**config.mk**
```make
export PLATFORM = sky130hd
export DESIGN_NAME = dmem_store_buffer
export DESIGN_NICKNAME = d
export VERILOG_FILES = /design/src/rtl/arm_pkg.sv /design/src/rtl/sb_fifo.sv /design/src/rtl/dmem_store_buffer.sv
export SDC_FILE = /design/constraint.sdc
export NUM_CORES = 2
export LEC_CHECK = 0
export CORE_MARGIN = 2
export CORE_UTILIZATION = 58
export DETAILED_ROUTE_END_ITERATION = 12
export GPL_ROUTABILITY_DRIVEN = 0
export PLACE_DENSITY_LB_ADDON = 0.2
export SLEW_MARGIN = 20
export SYNTH_ARGS = -nofsm -noshare
export SYNTH_HDL_FRONTEND = slang
export SYNTH_SLANG_ARGS = --single-unit
```
**constraint.sdc**
```tcl
create_clock -name clk -period 8.7 [get_ports clk]
set_input_delay 1.74 -clock clk [delete_from_list [all_inputs] [get_ports clk]]
set_output_delay 1.74 -clock clk [all_outputs]
set_load 0.05 [all_outputs]
```
**src/rtl/arm_pkg.sv**
```systemverilog
// Shared constants and the store-buffer entry type for the data-memory stage.
// Store-to-load forwarding in dmem_store_buffer is selected by the DMEM_SB_FWD_EN macro.
package arm_pkg;

  localparam int SB_DEPTH   = 4;
  localparam int DMEM_WORDS = 64;
  localparam int DMEM_IDX_W = $clog2(DMEM_WORDS);

  typedef struct packed {
    logic [DMEM_IDX_W-1:0] idx;
    logic [31:0]           data;
  } sb_entry_t;

endpackage

```
**src/rtl/sb_fifo.sv**
```systemverilog
// Circular store-buffer FIFO: head/tail/count, entry array, and an idx-compare
// vector presented in age order (bit 0 = oldest pending entry).
module sb_fifo
  import arm_pkg::*;
#(
  parameter int DEPTH = SB_DEPTH
) (
  input  logic                   clk,
  input  logic                   reset,
  input  logic                   push,
  input  sb_entry_t              pushEntry,
  input  logic                   pop,
  input  logic [DMEM_IDX_W-1:0]  lookupIdx,
  output sb_entry_t              headEntry,
  output logic                   full,
  output logic                   empty,
  output logic [DEPTH-1:0]       matchAge,
  output logic [DEPTH-1:0][31:0] dataAge
);

  localparam int PTR_W = $clog2(DEPTH);
  localparam int CNT_W = PTR_W + 1;

  sb_entry_t        entries [DEPTH];
  logic [PTR_W-1:0] head;
  logic [PTR_W-1:0] tail;
  logic [CNT_W-1:0] count;
  logic [PTR_W-1:0] ageSlot [DEPTH];

  always_ff @(posedge clk) begin
    if (reset) begin
      head  <= '0;
      tail  <= '0;
      count <= '0;
    end else begin
      if (push) begin
        entries[tail] <= pushEntry;
        tail          <= tail + 1'b1;
      end
      if (pop) begin
        head <= head + 1'b1;
      end
      if (push && !pop) begin
        count <= count + 1'b1;
      end else if (pop && !push) begin
        count <= count - 1'b1;
      end
    end
  end

  assign full      = (count == CNT_W'(DEPTH));
  assign empty     = (count == '0);
  assign headEntry = entries[head];

  // Walk from head so bit k is the k-th oldest; slots at or beyond count are stale.
  always_comb begin
    for (int k = 0; k < DEPTH; k++) begin
      ageSlot[k]  = head + PTR_W'(k);
      matchAge[k] = (CNT_W'(k) < count) && (entries[ageSlot[k]].idx == lookupIdx);
      dataAge[k]  = entries[ageSlot[k]].data;
    end
  end

endmodule

```
**src/rtl/dmem_store_buffer.sv**
```systemverilog
// Data-memory stage: posted-store FIFO draining into a word RAM on idle cycles.
// DMEM_SB_FWD_EN defined: loads forward from the youngest buffered store; otherwise matching loads stall.
module dmem_store_buffer
  import arm_pkg::*;
#(
  parameter int DEPTH     = SB_DEPTH,
  parameter int MEM_WORDS = DMEM_WORDS,
  parameter int IDX_W     = DMEM_IDX_W
) (
  input  logic        clk,
  input  logic        reset,
  input  logic        MemWrite,
  input  logic        MemRead,
  input  logic [31:0] DataAdr,
  input  logic [31:0] WriteData,
  output logic [31:0] ReadData,
  output logic        Stall,
  output logic        BufEmpty
);

  logic [31:0]            mem [MEM_WORDS];
  logic [IDX_W-1:0]       adrIdx;
  logic                   unusedAdrBits;
  logic                   loadReq;
  logic                   anyMatch;
  logic                   loadStall;
  logic                   loadAccepted;
  logic                   enq;
  logic                   drain;
  logic                   full;
  logic                   empty;
  logic [DEPTH-1:0]       matchAge;
  logic [DEPTH-1:0][31:0] dataAge;
  sb_entry_t              pushEntry;
  sb_entry_t              headEntry;
  logic [31:0]            fwdData;
  logic [31:0]            ramData;
  logic [31:0]            readSel;

  assign adrIdx        = DataAdr[IDX_W+1:2];
  assign unusedAdrBits = ^{DataAdr[31:IDX_W+2], DataAdr[1:0]};

  assign pushEntry.idx  = adrIdx;
  assign pushEntry.data = WriteData;

  sb_fifo #(
    .DEPTH (DEPTH)
  ) uFifo (
    .clk       (clk),
    .reset     (reset),
    .push      (enq),
    .pushEntry (pushEntry),
    .pop       (drain),
    .lookupIdx (adrIdx),
    .headEntry (headEntry),
    .full      (full),
    .empty     (empty),
    .matchAge  (matchAge),
    .dataAge   (dataAge)
  );

  assign loadReq  = MemRead && !MemWrite;
  assign anyMatch = |matchAge;
  assign ramData  = mem[adrIdx];

  // Later (younger) matches override earlier ones.
  always_comb begin
    fwdData = '0;
    for (int k = 0; k < DEPTH; k++) begin
      if (matchAge[k]) begin
        fwdData = dataAge[k];
      end
    end
  end

`ifdef DMEM_SB_FWD_EN
  assign loadStall = 1'b0;
`else
  assign loadStall = loadReq && anyMatch;
`endif

  // While a matching load is stalled its data is ignored, so the forward mux is shared by both builds.
  assign readSel = anyMatch ? fwdData : ramData;

  assign loadAccepted = loadReq && !loadStall;
  assign enq          = !reset && MemWrite && !full;
  assign drain        = !reset && !empty && !enq && !loadAccepted;

  always_ff @(posedge clk) begin
    if (drain) begin
      mem[headEntry.idx] <= headEntry.data;
    end
  end

  assign Stall    = !reset && (MemWrite ? full : loadStall);
  assign BufEmpty = reset || empty;
  assign ReadData = (!reset && loadReq) ? readSel : 32'h0;

endmodule
```
==> key figures <==
Status
  • Outcome: finished with violations
  • Failing checks: antenna rules

Place
  • Port bufs: 75
  • HPWL Detailed: 115,000 µm
  • Placed cell area: 0.0923 mm²
  • Placed Cells: 5,814

Critical path
  • Critical Path RT: 6960 ps
  • Slowest cell on crit path: clkdlybuf4s50_1
  • CP Cell Sequence: clkdlybuf4s50_1 -> inv_8 -> nor3_1 -> a311o_1 -> nor4_2 -> a211oi_2 -> nand2_1 -> buf_4 -> o21ai_0 -> a31oi_1 -> buf_12
  • WP data arrival: 5610 ps
  • CP peak stage delay: 720 ps
  • Worst Path Buf+Inv: 4
  • Crit path launch type: primary input
  • Worst setup path class: in -> out
  • Crit end category: output port
  • Worst-path maximum fanout: 37
  • Delay-heaviest family, CP: buffers and inverters

Detailed routing
  • Total iterations of the first detailed-routing run: 6
  • Final ANT Viol Nets: 1
  • Vias: 41,500
  • Total wire length: 200,000 µm
  • Post-route DRC: 0
  • Via/cell ratio: 6.69
  • DR WL/cell: 32.2 µm
  • Initial detailed-routing violation count: 4,868

Synth
  • Mapped Cells: 3,819
  • Mapped Avg Cell Area: 23.0 µm²
  • Yosys warns: 0
  • Synth Register Bits: 2,209
  • Cell Area, Synth: 0.0880 mm²
  • Sequential fraction of the synthesis area: 0.753
  • Async set or reset register ratio after synthesis: 0
  • Ys flop type: edfxtp_1
  • Post-synth EDFFs: 2,200
  • Synthesized net count: 3,895
  • Library cells used by synthesis: 60

Final layout
  • Synthesis-to-finish area growth: 12.6%
  • Footprint of the multi-input gates: 0.0211 mm²
  • Register area: 0.0663 mm²
  • Final instance area: 0.0990 mm²
  • Post-layout util: 0.659
  • Fraction of layout cells with a size suffix above 1: 0.319
  • Commonest non-fill, non-tap cell in the layout: edfxtp_1
  • Nets: 4,085
  • Fillers: 9,378
  • Most frequent cells in the layout: 2,200 x edfxtp_1, 728 x mux4_2, 212 x clkbuf_16
  • Post-Layout Cell Count: 6,206

Floorplan
  • Initial Utilization: 0.585
  • Chip width: 393 µm
  • Die height: 393 µm
  • Die ar.: 0.155 mm²
  • Core Area: 0.150 mm²
  • Row count: 142
  • I/O pin cnt: 102

Power
  • Max VDD drop: 0.185 mV
  • Flop pwr share: 0.532
  • Psw: 5.25 mW
  • Clock power frac: 0.380
  • Switching share of power: 0.226
  • Power after layout: 23.2 mW
  • Logic pwr share: 0.088
  • P_int: 18.0 mW
  • Leakage: 30.2 nW
  • Pwr dens: 234 mW/mm²

CTS
  • Clock-pin slew on the worst setup and hold paths: 60 ps
  • Post-CTS Setup Inserts: 0
  • H-tree level count: 4
  • Clk Latency, worst-skew pair: 840 ps
  • CTS tree: built
  • Post-cts hold buffer count: 0
  • CTS root buf: clkbuf_16
  • CTS Buf Count: 208
  • Post-cts sizing count: 0
  • Max clock buf depth: 3
  • Clk sink count: 2,209

Timing
  • Slew headroom: 0.276
  • Post-layout min period: 7350 ps
  • Least-Margin Pin Slew: 1090 ps
  • Fin. max-slew vios: 0
  • Hold Vio Cnt, Final: 0
  • Fmax: 0.136 GHz
  • Fin Setup TNS: 0 ps
  • Period utilization: 0.845
  • RSZ-0062 raised after global routing: false
  • Worst Skew: 28.5 ps
  • Final setup vio count: 0

Flow run
  • Max-cap violations: 0

Worst hold path
  • Min-delay worst type: reg -> reg

GRT
  • Gr usage total: 0.261
  • Initial antenna violation count: 12
  • Largest net degree at the start of global routing: 115
  • First-pass GRT wire length: 290,000 µm
  • Vias in the first global route: 41,500
  • GRT Residual Overflow: 0
-- worst paths after layout --
| check | slack (ps) | cells after the start | startpoint | to |
|---|---|---|---|---|
| min | 590 | 2 | uFifo.tail[0]$_SDFFE_PP0P_ | uFifo.tail[0]$_SDFFE_PP0P_ |
| max | 1350 | 11 | DataAdr[5] | ReadData[27] |
| max reg2reg | 2880 | 10 | uFifo.head[1]$_SDFFE_PP0P_ | mem[12][28]$_DFFE_PP_ |
| min reg2reg | 590 | 2 | uFifo.tail[0]$_SDFFE_PP0P_ | uFifo.tail[0]$_SDFFE_PP0P_ |
-- kinds of logic after synthesis --
family,Yosys count,share of synthesized area
and+or+nand+nor,254,0.0128
AOI/OAI and AO/OA,214,0.0145
muxes,840,0.203
xor gates and xnor gates,23,0.00229
DFF,2209,0.753
adders and majority gates,8,0.00114
buffers and inverters,271,0.0131
-- tightest hold or removal path, cell delays in order, from the launching register on --
cell and delay [ps]:
dfxtp_1 350, xnor2_1 160, nor2_1 40
-- per-stage QoR --
step | worst slack, ps | hold WS [ps]
final | 1350 | 593
after CTS | 1350 | 595
after floorplan | 2530 | 538
after global routing | 1110 | 605
after global placement | 1420 | 567
after detailed placement | 1360 | 584
-- cell type report --
cell class                      instances  area share
Sequential cell                      2209       0.669
Inverter                               47     0.00186
Clock buffer                          252      0.0551
Tap cell                             2016      0.0255
Antenna cell                            9    0.000227
Timing Repair Buffer                  204      0.0227
Multi-Input combinational cell       1339       0.214
Clock inverter                        130      0.0120
-- power by group through the flow --
stage / clock network [mW] / registers [mW] / logic [mW]
after floorplan: 0 / 12.5 / 1.31
after global placement: 0 / 12.6 / 1.95
final: 8.83 / 12.3 / 2.05
after CTS: 8.96 / 12.4 / 2.01
after global routing: 9.37 / 12.3 / 2.20
after detailed placement: 0 / 12.6 / 2.01
-- state kept, by name, summed over array words and instances, names as in the netlist, named ones only --
| signal | cells |
|---|---|
| uFifo.count | 3 |
| uFifo.head | 2 |
| uFifo.tail | 2 |
| mem | 2048 |
| uFifo.entries | 152 |
-- cell usage after synthesis, drive strengths merged, types with 33 or more instances --
library cell | n | area (µm²)
nor2 | 105 | 394
inv | 44 | 165
buf | 108 | 542
clkbuf | 116 | 438
nand2 | 108 | 405
a31oi | 34 | 228
mux2i | 54 | 541
o21ai | 61 | 305
mux4 | 753 | 17000
a21oi | 63 | 315
edfxtp | 2200 | 66100
mux2 | 33 | 372
-- routing by layer --
| metal | global-route usage | wire length, µm |
|---|---|---|
| met1 | 0.367 | 75900 |
| met2 | 0.423 | 100000 |
| met3 | 0.0622 | 19800 |
| met4 | 0.0618 | 3800 |
| met5 | 0 | 13 |
No activity file was read; power rests on OpenSTA's default activity.
